<file path="config.mk">
export PLATFORM = sky130hd
export DESIGN_NAME = tcrc_gen
export DESIGN_NICKNAME = d
export VERILOG_FILES = /design/src/rtl/tcrc_pkg.sv /design/src/rtl/tcrc_edge.sv /design/src/rtl/tcrc_gen.sv
export SDC_FILE = /design/constraint.sdc
export NUM_CORES = 1
export LEC_CHECK = 0
export CORE_MARGIN = 2
export CORE_UTILIZATION = 50
export CTS_CLUSTER_DIAMETER = 100
export DETAILED_ROUTE_END_ITERATION = 10
export PLACE_DENSITY_LB_ADDON = 0.08
export SLEW_MARGIN = 25
export SYNTH_ARGS = -nofsm -noshare
export SYNTH_HDL_FRONTEND = slang
export SYNTH_SLANG_ARGS = --single-unit
</file>
<file path="constraint.sdc">
create_clock -name clock -period 1.8 [get_ports clock]
set_clock_uncertainty 0.05 [all_clocks]
set_input_delay 0.54 -clock clock [delete_from_list [all_inputs] [get_ports clock]]
set_output_delay 0.54 -clock clock [all_outputs]
set_load 0.005 [all_outputs]
</file>
<file path="src/rtl/tcrc_pkg.sv">
// Shared definitions for the transmit CAN CRC-15 generator: CRC width and
// polynomial, FSM state encoding and the single-bit CRC step function.
package tcrc_pkg;

  localparam int          CRC_W    = 15;
  localparam logic [14:0] CRC_POLY = 15'h4599;

  localparam logic [1:0] ST_IDLE = 2'b00;
  localparam logic [1:0] ST_CALC = 2'b01;
  localparam logic [1:0] ST_SEND = 2'b10;
  localparam logic [1:0] ST_DONE = 2'b11;

  // One serial CRC-15 step: feed one data bit into the register.
  function automatic logic [CRC_W-1:0] crc15_step(input logic [CRC_W-1:0] crc,
                                                  input logic             b);
    logic nxt;
    nxt = b ^ crc[CRC_W-1];
    return {crc[CRC_W-2:0], 1'b0} ^ (nxt ? CRC_POLY : '0);
  endfunction

endpackage

</file>
<file path="src/rtl/tcrc_edge.sv">
// Rising-edge detector for a level request line: a held-high level yields
// exactly one single-cycle event. Synchronous active-low reset.
module tcrc_edge (
  input  logic clock,
  input  logic reset,
  input  logic level_i,
  output logic event_o
);

  logic levelQ;

  // Remember the previous level so a new rising edge can be recognised.
  always_ff @(posedge clock) begin
    if (!reset) levelQ <= 1'b0;
    else        levelQ <= level_i;
  end

  assign event_o = level_i & ~levelQ;

endmodule

</file>
<file path="src/rtl/tcrc_gen.sv">
// Transmit-side CAN CRC-15 generator. Accumulates the CRC over the unstuffed
// frame bits, then shifts it out MSB first on request.
// Optional macro TCRC_SELFTEST_EN adds a receive-style shadow CRC register and
// a selftest_ok output that reports a zero residue once all bits are sent.
module tcrc_gen
  import tcrc_pkg::*;
(
  input  logic             clock,
  input  logic             reset,
  input  logic             bitin,
  input  logic             activ,
  input  logic             send,
  input  logic             shift,
  output logic             crc_bit,
  output logic [CRC_W-1:0] crc_value,
  output logic             busy,
  output logic             crc_done
`ifdef TCRC_SELFTEST_EN
  ,
  output logic             selftest_ok
`endif
);

  logic             actEv;
  logic             shEv;
  logic [1:0]       stateQ,  stateD;
  logic [CRC_W-1:0] crcQ,    crcD;
  logic [CRC_W-1:0] valueQ,  valueD;
  logic [3:0]       cntQ,    cntD;

  tcrc_edge uActivEdge (
    .clock   (clock),
    .reset   (reset),
    .level_i (activ),
    .event_o (actEv)
  );

  tcrc_edge uShiftEdge (
    .clock   (clock),
    .reset   (reset),
    .level_i (shift),
    .event_o (shEv)
  );

  // Next-state logic: accumulate data bits, snapshot on send, shift out bits.
  always_comb begin
    stateD = stateQ;
    crcD   = crcQ;
    valueD = valueQ;
    cntD   = cntQ;
    case (stateQ)
      ST_IDLE, ST_CALC: begin
        if (actEv) begin
          crcD   = crc15_step(crcQ, bitin);
          stateD = ST_CALC;
        end
        if (send) begin
          stateD = ST_SEND;
          valueD = crcD;
          cntD   = 4'd14;
        end
      end
      ST_SEND: begin
        if (shEv) begin
          crcD = {crcQ[CRC_W-2:0], 1'b0};
          if (cntQ == 4'd0) stateD = ST_DONE;
          else              cntD   = cntQ - 4'd1;
        end
      end
      default: ;
    endcase
  end

  // State, CRC, snapshot and bit-counter registers.
  always_ff @(posedge clock) begin
    if (!reset) begin
      stateQ <= ST_IDLE;
      crcQ   <= '0;
      valueQ <= '0;
      cntQ   <= 4'd0;
    end else begin
      stateQ <= stateD;
      crcQ   <= crcD;
      valueQ <= valueD;
      cntQ   <= cntD;
    end
  end

  assign busy      = (stateQ == ST_SEND);
  assign crc_done  = (stateQ == ST_DONE);
  assign crc_bit   = busy ? crcQ[CRC_W-1] : 1'b0;
  assign crc_value = valueQ;

`ifdef TCRC_SELFTEST_EN
  logic [CRC_W-1:0] shadowQ, shadowD;
  logic             okQ,     okD;

  // Shadow checker: sees data bits then emitted CRC bits; residue must be 0.
  always_comb begin
    shadowD = shadowQ;
    okD     = okQ;
    if ((stateQ == ST_IDLE || stateQ == ST_CALC) && actEv)
      shadowD = crc15_step(shadowQ, bitin);
    if (stateQ == ST_SEND && shEv) begin
      shadowD = crc15_step(shadowQ, crcQ[CRC_W-1]);
      if (cntQ == 4'd0) okD = (shadowD == '0);
    end
  end

  // Shadow register and sticky self-test result.
  always_ff @(posedge clock) begin
    if (!reset) begin
      shadowQ <= '0;
      okQ     <= 1'b0;
    end else begin
      shadowQ <= shadowD;
      okQ     <= okD;
    end
  end

  assign selftest_ok = okQ;
`endif

endmodule

</file>
# [Yosys cells after proc, flatten, opt, wreduce, memory -nomap -nowiden]
# Index checks and enable logic that the tools add are counted.
# W data, S select, Z words.
[op_classes] addsub=1 bitwise=6 mux=14 reduce_logical=8 n_eq_ne=8
[op_table] cell="$mux W15" count=3
[op_table] cell="$pmux W15 S2" count=1
[op_table] cell="$xor A15 B15 Y15" count=1
[op_table] cell="$mux W4" count=3
[op_table] cell="$mux W2" count=4
[op_table] cell="$pmux W4 S2" count=1
[op_table] cell="$reduce_and A4 Y1" count=2
[op_table] cell="$eq A2 B2 Y1 const B" count=2
[op_table] cell="$logic_not A4 Y1" count=1
[op_table] cell="$ne A2 B1 Y1 const B" count=2
[op_table] cell="$ne A2 B2 Y1 const B" count=2
[op_table] cell="$pmux W2 S2" count=1
[op_table] cell="$reduce_and A2 Y1" count=2
[op_table] cell="$sub A4 B1 Y4 const B" count=1
[op_table] cell="$ne A3 B3 Y1 const B" count=1
[op_table] cell="$and A1 B1 Y1" count=2
[op_table] cell="$eq A2 B1 Y1 const B" count=1
[op_table] cell="$logic_not A2 Y1" count=1
[op_table] cell="$not A1 Y1" count=2
[op_table] cell="$reduce_bool A2 Y1" count=1
[op_table] cell="$reduce_or A2 Y1" count=1
[op_table] cell="$mux W1" count=1
[op_table] cell="$xor A1 B1 Y1" count=1
[word_totals] inputBits=6 elab_cells=43 regBits=38 output_inout_bits=18

# [Longest topological paths before layout]
# Gate-level depths: netlist of the first run.
[logic_depth] depth_word=5 ltp_mapped=6 depth_no_buf=6

# [Hierarchy]
# From an unflattened synthesis of the first run, not the netlist that was laid out.
[unflattened] hier_cells=205 hier_area_um2=1805.5
[by_module_without_submodules] mod="tcrc_gen" area_per_inst_um2=1725.4 cells_per_inst=199 instances=1
[by_module_without_submodules] mod="tcrc_edge" area_per_inst_um2=40.0 cells_per_inst=3 instances=2

# [Worst setup path after synthesis of the first run]
# No wires, ideal clock.
[synth_timing] path_kind="input to register" from="input port shift" to="register crcQ[10]" setup_ps=103 stages=5 arrival_time_ps=1419 path_slack_ps=228 n_path_buf=1 path_cell_list="nand2b_4 > o21ai_1 > buf_2 > nor2_1 > a2111oi_2"
[synth_between] elab_chain_cells=3
[synth_rtl] element="start, declared" line_no="tcrc_gen.sv:13" source="input logic shift,"
[synth_rtl] element="$and A1 B1 Y1" line_no="tcrc_edge.sv:18" source="assign event_o = level_i & ~levelQ;"
[synth_rtl] element="$ne A2 B1 Y1 (no source line)"
[synth_rtl] element="$reduce_and A2 Y1 (no source line)"
[synth_rtl] element="end signal, assigned" line_no="tcrc_gen.sv:83" source="crcQ <= crcD;"
[synth_rtl] element="end, declared" line_no="tcrc_gen.sv:27" source="logic [CRC_W-1:0] crcQ, crcD;"
# Every way passes these cells.
# A chain may end at the register's enable or synchronous reset.

# [Worst setup path in the final report of the first run]
[layout_timing] from="register valueQ[3] (netlist: crc_value[3])" to="output port crc_value[3]"
[layout_rtl] element="start, declared" line_no="tcrc_gen.sv:28" source="logic [CRC_W-1:0] valueQ, valueD;"
[layout_rtl] element="start signal, assigned" line_no="tcrc_gen.sv:84" source="valueQ <= valueD;"
[layout_rtl] element="end, declared" line_no="tcrc_gen.sv:15" source="output logic [CRC_W-1:0] crc_value,"
# No word-level cell between the ends.

==> results.md, run 1 <==
* I/O Buffers at 23
* Worst-path clk slew at 0.12 ns
* DRC Markers at 0
* Register area share after synthesis at 0.420
* DIE HEIGHT at 64.2 um
* Tcrit/Tclk final at 0.989
* Crit. End Element: primary output
* Ant. Diodes at 0
* Worst min path class: flop to flop
* Final setup vio count at 0
* Drt via density at 5.29
* 1st-pass router iterations at 4
* CTS tree: yes
* Measured slew at the worst slew-check pin at 0.473 ns
* Hold path start: crc_value[6]
* Placer Congestion at 0.801
* Setup_tns at 0 ns
* Worst path arrival time at 1.19 ns
* Netlist cell types at 34
* ANT nets after route at 0
* Post-synthesis area per instance at 9.54 sq um
* Ys async rst share at 0
* Largest net degree at the start of global routing at 23
* WHS Endpoint: crc_value[6]
* CP max stage delay at 0.50 ns
* Clock sink total at 38
* Global-route wire length before repair at 7.11 mm
* Util after Layout at 0.725
* Crit-path max FO at 2
* Cell Area, Synth at 0.00181 sq mm
* Mapped Nets at 197
* Core region area at 0.00342 sq mm
* Die W at 64.2 um
* Hold path cells at 2
* Slew Viols, Final at 0
* Die area at 0.00412 sq mm
* Vias in the first global route at 1582
* Yosys warns at 0
* Nets at 250
* Yosys reg bits at 38
* Outcome: finished, final reports clean
* Layout Cells excl Fill at 290
* Startpoint types: flop
* Most common cell after layout, fill and taps aside: nor2_1
* Commonest non-fill, non-tap cells in the layout: 38 x nor2_1, 37 x buf_4, 21 x dfxtp_1
* CTS root buf: clkbuf_4
* Post-Syn Instances at 190
* RR Startpoint: cntQ[0]
* Power Dens Cells at 858 mW/mm^2
* Drt total wl at 4.19 mm
* Register area at 782 sq um
* Max Buffers Root-to-Sink at 2
* Delay-heaviest family, CP: buffers and inverters
* Share of cells above drive strength 1 at 0.324
* Worst rel slew slack at 0.685
* Maximum VDD drop at 552 uV
* Leak at 1.25 nW
* EDFF count, synth at 0
* Area leader, netlist: dfxtp_1
* Critical path cell sequence: clkdlybuf4s50_1
* Total CTS buffers at 5
* Total GRT Usage at 0.220
* Largest cells by area after synthesis: dfxtp_1 42%, mux2i_1 8.8%, nor2_1 8.1%
* Area Growth Syn to Fin at 36.7%
* Hold buffer count at CTS at 0
* Area of the multi-input gates at 966 sq um
* Initial antenna violation count at 0
* Post-layout minimum cycle time at 1.78 ns
* Vias at 1533
* Fill cell count at 258
* CP Buf/Inv Count at 1
* I/O pins at 24
* Row cnt at 21
* Post-synth top area share at 0.420
* Initial drt markers at 99
* Slowest stage cell, crit path: clkdlybuf4s50_1
* Avg WL per Cell at 14.4 um
* Highest clock rate at 562 MHz
* Flop2flop setup slack at 0.12 ns
* Final hold viol count at 0
* R2R Path End: cntQ[2]
* Max-cap violations at 0
* DP Wirelength at 2.94 mm
* Initial Utilization at 0.530
* Grt ovf at 0
* R2R depth at 6
* CTS HTree Levels at 2
* Main flop type after synthesis: dfxtp_1
* Later-pin clock latency in the skew report at 0.35 ns
* Worst setup path category: flop to primary output
* DP Cell Count at 273
* Critical Path RT at 1.21 ns
[power by group]
group	switching (W)	internal, W
registers	0.0000444	0.000904
clock network	0.000298	0.000434
logic	0.000204	0.000241
total	0.000547	0.00158
[cells by family (layout without fill, tap and decap cells)]
| family | after synthesis | count (layout) | synth area share |
|---|---|---|---|
| AND/OR/NAND/NOR | 57 | 57 | 0.152 |
| buffers and inverters | 21 | 75 | 0.0539 |
| AO/OA/AOI/OAI | 48 | 48 | 0.198 |
| multiplexers | 16 | 16 | 0.0884 |
| XOR/XNOR | 9 | 9 | 0.0815 |
| adder cells (fa/ha/maj) | 1 | 1 | 0.00690 |
| flip-flops | 38 | 38 | 0.420 |
[routing by layer]
metal  global-route usage  share of wire  routed length (um)  vias to the layer above
met4               0.0638          0.014                  59                        0
met3               0.0546          0.030                 124                        7
met1                0.276           0.44                1860                      728
li1                     -              -                   -                      777
met5                    0              0                   0                        -
met2                0.374           0.51                2140                       21
[area by class of cell]
cell class | instances | share of cell area
clock inverters | 3 | 0.0278
repair buffers | 61 | 0.218
clock buffers | 5 | 0.0152
inverters | 6 | 0.0101
well taps | 46 | 0.0232
multi-input cells | 131 | 0.390
flip-flops and latches | 38 | 0.316
[flip-flops by register name (all words and copies together) (netlist names)]
register           count
crc_value             15
uActivEdge.levelQ      1
crcQ                  15
stateQ                 2
uShiftEdge.levelQ      1
cntQ                   4
[timing repair]
| item | CTS | global route |
|---|---|---|
| gates cloned | 0 | 0 |
| setup buffers | 2 | 7 |
| setup endpoints to repair | 9 | 18 |
| gates resized for setup | 16 | 27 |
[cell usage after synthesis, types with 2 or more instances]
library cell / n
nand2b_1: 3
nand2_1: 3
inv_2: 2
mux2i_1: 16
a2111oi_2: 5
nor2_1: 39
and2_1: 5
o21ai_0: 7
xnor2_1: 3
a311oi_1: 3
a21oi_1: 12
clkbuf_1: 6
xnor3_1: 5
o22a_1: 2
a211oi_1: 15
dfxtp_1: 38
buf_2: 6
inv_1: 4
[how the worst max path moves through the flow]
stage	end	cells past startpoint	startpoint	slack, ns
floorplan	crcQ[10]	5	shift	0.23
global placement	crcQ[10]	5	bitin	-0.28
detailed placement	crcQ[8]	5	bitin	-0.41
CTS	crc_value[11]	1	crc_value[11]	0.0007
global route	crc_value[3]	1	crc_value[3]	-0.0005
finish	crc_value[3]	1	crc_value[3]	0.02
[per-stage QoR]
stage | power (W) | area [sq um] | hold slack [ns] | worst slack (ns)
2_1_floorplan | 0.00121 | 1810 | 0.426 | 0.228
3_3_place_gp | 0.00137 | 2260 | 0.438 | -0.280
3_5_place_dp | 0.00139 | 2260 | 0.446 | -0.409
4_1_cts | 0.00213 | 2390 | 0.464 | 0.000693
5_1_grt | 0.00223 | 2480 | 0.497 | -0.000528
6_report | 0.00213 | 2480 | 0.461 | 0.0194
Note: power is estimated with default switching activity, not from simulation.
==> inputs of run 2 (changes only) <==
--- a/config.mk
+++ b/config.mk
@@ -9,6 +9,7 @@
 export CORE_UTILIZATION = 50
 export CTS_CLUSTER_DIAMETER = 100
 export DETAILED_ROUTE_END_ITERATION = 10
+export MAX_ROUTING_LAYER = met4
 export PLACE_DENSITY_LB_ADDON = 0.08
 export SLEW_MARGIN = 25
 export SYNTH_ARGS = -nofsm -noshare
==> results.md, run 2 (same netlist as run 1, synthesis figures left out) <==
* Highest clock rate at 556 MHz
* Startpoint types: flop
* Leak at 1.28 nW
* Slew Viols, Final at 0
* Worst rel slew slack at 0.718
* I/O Buffers at 23
* Initial Utilization at 0.530
* Row cnt at 21
* Outcome: finished, final reports clean
* Layout Cells excl Fill at 289
* Worst min path class: flop to flop
* Worst setup path category: flop to primary output
* Vias in the first global route at 1533
* Tcrit/Tclk final at 1.00
* Commonest non-fill, non-tap cells in the layout: 38 x nor2_1, 34 x buf_4, 21 x dfxtp_1
* Hold buffer count at CTS at 0
* Share of cells above drive strength 1 at 0.325
* Initial antenna violation count at 0
* PnR Total Power at 0.00216 W
* Vias at 1556
* Power Dens Cells at 863 mW/mm^2
* Area Growth Syn to Fin at 38.3%
* Flop2flop setup slack at 0.14 ns
* Final setup vio count at 0
* Maximum VDD drop at 481 uV
* Ant. Diodes at 0
* Crit. End Element: primary output
* Placer Congestion at 0.814
* Global-route wire length before repair at 7.29 mm
* Grt ovf at 0
* Max Buffers Root-to-Sink at 2
* 1st-pass router iterations at 4
* Total CTS buffers at 5
* DP Cell Count at 273
* Later-pin clock latency in the skew report at 0.35 ns
* Most common cell after layout, fill and taps aside: nor2_1
* DRC Markers at 0
* Crit-path max FO at 2
* DP Wirelength at 3.02 mm
* Setup_tns at 0 ns
* Die area at 0.00412 sq mm
* Worst-path clk slew at 0.11 ns
* I/O pins at 24
* Worst path arrival time at 1.21 ns
* Max-cap violations at 0
* RSZ-0062 raised after global routing: true
* Largest net degree at the start of global routing at 23
* CTS HTree Levels at 2
* Measured slew at the worst slew-check pin at 0.422 ns
* Final hold viol count at 0
* Avg WL per Cell at 15.1 um
* Critical Path RT at 1.21 ns
* Util after Layout at 0.734
* CTS tree: yes
* Core region area at 0.00342 sq mm
* Die W at 64.2 um
* CTS root buf: clkbuf_4
* ANT nets after route at 0
* Nets at 249
* Total GRT Usage at 0.236
* Initial drt markers at 46
* Drt via density at 5.38
* DIE HEIGHT at 64.2 um
* Post-layout minimum cycle time at 1.80 ns
* Drt total wl at 4.36 mm
* Clock sink total at 38
* Hold Slack at 0.460 ns
==> run 2: worst paths after layout <==
check	depth (start not counted)	start	to
worst min-delay path	2	crc_value[5]	crc_value[5]
worst max-delay path	5	stateQ[0]	crc_bit
worst max register to register	6	cntQ[0]	cntQ[1]
worst min register to register	2	crc_value[5]	crc_value[5]
==> run 2: metal layers <==
| metal | global-route usage | wire length, um | part of all wire |
|---|---|---|---|
| met4 | 0.0904 | 85 | 0.020 |
| met1 | 0.293 | 2010 | 0.46 |
| met5 | - | 0 | 0 |
| met3 | 0.0528 | 132 | 0.030 |
| met2 | 0.376 | 2130 | 0.49 |
==> run 2: area by class of cell <==
cell class                 count  area [sq um]
clock buffer                   6          51.3
clock inverter                 2          60.1
multi-input combinational    131           970
sequential                    38           782
fill                         256           910
timing repair buffer          60           561
inverter                       6          25.0
tap                           46          57.6
==> run 2: critical path, stage by stage, from the launching register on <==
cell and delay, ns:
dfxtp_2 0.34, nand2b_4 0.13, inv_4 0.03, buf_6 0.11, and2_4 0.14, clkbuf_2 0.10
==> run 2: where the power goes <==
part	internal, W	total, W	switching [W]
Combinational	0.000246	0.000454	0.000208
Sequential	0.000903	0.000948	0.0000446
Clock	0.000470	0.000762	0.000291
Total	0.00162	0.00216	0.000544
==> run 2: what timing repair did <==
action,in CTS,in global routing
setup buffers,3,5
gates resized for setup,17,29
hold endpoints to repair,0,0
setup endpoints to repair,11,23
==> run 2: per-stage QoR <==
step	setup WS, ns	cell area, sq um
5_1_grt	-0.0403	2510
4_1_cts	-0.110	2420
6_report	0.000421	2510
3_3_place_gp	-0.283	2270
2_1_floorplan	0.228	1810
3_5_place_dp	-0.367	2270
==> inputs of run 3 (changes only) <==
--- a/config.mk
+++ b/config.mk
@@ -11,6 +11,7 @@
 export DETAILED_ROUTE_END_ITERATION = 10
 export MAX_ROUTING_LAYER = met4
 export PLACE_DENSITY_LB_ADDON = 0.08
+export SETUP_SLACK_MARGIN = 0.3
 export SLEW_MARGIN = 25
 export SYNTH_ARGS = -nofsm -noshare
 export SYNTH_HDL_FRONTEND = slang
==> results.md, run 3 (same netlist as run 1, synthesis figures left out) <==
* Outcome: finished, final reports clean
* Nets at 259
* Max-cap violations at 0
* Core region area at 0.00342 sq mm
* Placer Congestion at 0.770
* Vias in the first global route at 1521
* Crit. End Element: primary output
* Worst setup path category: flop to primary output
* Die area at 0.00412 sq mm
* Crit-path max FO at 4
* Later-pin clock latency in the skew report at 0.35 ns
* Delay-heaviest family, CP: flip-flops
* Post-layout minimum cycle time at 1.70 ns
* Initial Utilization at 0.530
* Area of the multi-input gates at 0.00107 sq mm
* Grt ovf at 0
* DRC Markers at 0
* Register area at 793 sq um
* Tcrit/Tclk final at 0.946
* Most common cell after layout, fill and taps aside: buf_4
* GR Util met3 at 0.0423
* Max Buffers Root-to-Sink at 2
* CP Buf/Inv Count at 2
* Total GRT Usage at 0.229
* Final setup vio count at 0
* Final hold viol count at 0
* GRT Max-Usage Layer: met2
* Global-route wire length before repair at 7.20 mm
* I/O Buffers at 23
* Startpoint types: flop
* Clock sink total at 38
* CP max stage delay at 0.34 ns
* Worst rel slew slack at 0.647
* 1st-pass router iterations at 4
* Hold Slack at 0.459 ns
* Leak at 1.19 nW
* Worst path arrival time at 1.11 ns
* CTS tree: yes
* Worst-path clk slew at 0.11 ns
* RSZ-0062 raised after global routing: true
* Drt via density at 5.36
* CTS HTree Levels at 2
* Hold buffer count at CTS at 0
* Power Dens Cells at 753 mW/mm^2
* Largest net degree at the start of global routing at 26
* Slew Viols, Final at 0
* Maximum VDD drop at 482 uV
* Critical path cell sequence: nand2b_4 -> inv_4 -> and2_4 -> buf_6
* Area Growth Syn to Fin at 44.1%
* Share of cells above drive strength 1 at 0.494
* Met2 GRT Util at 0.383
* Avg WL per Cell at 15.0 um
* GRT met1 Usage at 0.283
* Initial drt markers at 70
* Vias at 1604
* DIE HEIGHT at 64.2 um
* Critical Path RT at 1.21 ns
* Row cnt at 21
* Ant. Diodes at 0
* Commonest non-fill, non-tap cells in the layout: 37 x buf_4, 34 x nor2_1, 23 x dfxtp_2
* Setup_tns at 0 ns
* ANT nets after route at 0
* Initial antenna violation count at 0
* Highest clock rate at 587 MHz
* DP Wirelength at 2.86 mm
* Worst min path class: flop to flop
* Total CTS buffers at 5
* Drt total wl at 4.49 mm
* Measured slew at the worst slew-check pin at 0.529 ns
* I/O pins at 24
* Die W at 64.2 um
* CTS root buf: clkbuf_4
* Fill cell count at 241
* Slowest stage cell, crit path: dfxtp_2
[run 3: changes by cell type in the layout (fill, tap and decap cells not counted), sizes merged]
| cell | before | now |
|---|---|---|
| dlygate4sd2 | 1 | 2 |
| clkbuf | 8 | 21 |
| dlymetal6s2s | 14 | 1 |
| bufbuf | 0 | 1 |
| bufinv | 2 | 0 |
| clkdlybuf4s15 | 1 | 3 |
| buf | 37 | 48 |
| clkinv | 0 | 1 |
| clkdlybuf4s50 | 5 | 1 |
[run 3: layout make-up]
type / instances / area share
Clock buffer: 7 / 0.0211
Multi-Input combinational cell: 131 / 0.410
Clock inverter: 1 / 0.00192
Timing Repair Buffer: 70 / 0.231
Inverter: 6 / 0.00958
Sequential cell: 38 / 0.304
Tap cell: 46 / 0.0220
[run 3: final timing paths]
kind                                   start            to  slack [ns]  cells past startpoint
worst max-delay path               stateQ[0]       crc_bit         0.1                      4
worst min-delay path            crc_value[6]  crc_value[6]        0.46                      2
worst max register to register       cntQ[0]       cntQ[1]        0.29                      6
worst min register to register  crc_value[6]  crc_value[6]        0.46                      2
[run 3: worst reg2reg max path: stages, from the launching register on]
cell and delay, ns:
dfxtp_2 0.34, inv_2 0.06, ha_4 0.15, nor4b_4 0.28, nor3_4 0.10, buf_6 0.14
o311a_1 0.28
[run 3: what timing repair did]
action	in CTS	in global routing
setup buffers	12	12
resized for setup	77	43
setup endpoints to repair	51	42
pin swaps	5	23
cloned	1	1
[run 3: per-layer routing]
metal	part of all wire	wire length [um]	up-vias
met2	0.50	2240	34
met1	0.46	2040	763
met4	0.0098	44	0
li1	-	-	803
met3	0.035	158	4
met5	0	0	-
[run 3: where the power goes]
part / total (W) / internal [W] / leakage [nW] / switching, W
clock network: 0.000473 / 0.000189 / 0.0353 / 0.000283
registers: 0.000953 / 0.000905 / 0.322 / 0.0000475
logic: 0.000540 / 0.000299 / 0.836 / 0.000241
[run 3: through the flow]
stage / std cells / area [sq um] / total power, W / util / worst slack (ns)
floorplan: 190 / 1830 / 0.00122 / - / 0.297
global route: 299 / 2610 / 0.00207 / 0.764 / 0.0614
detailed placement: 265 / 2230 / 0.00138 / 0.652 / -0.366
global placement: 265 / 2230 / 0.00137 / 0.652 / -0.295
finish: 299 / 2610 / 0.00197 / 0.764 / 0.0963
CTS: 286 / 2470 / 0.00190 / 0.723 / 0.101
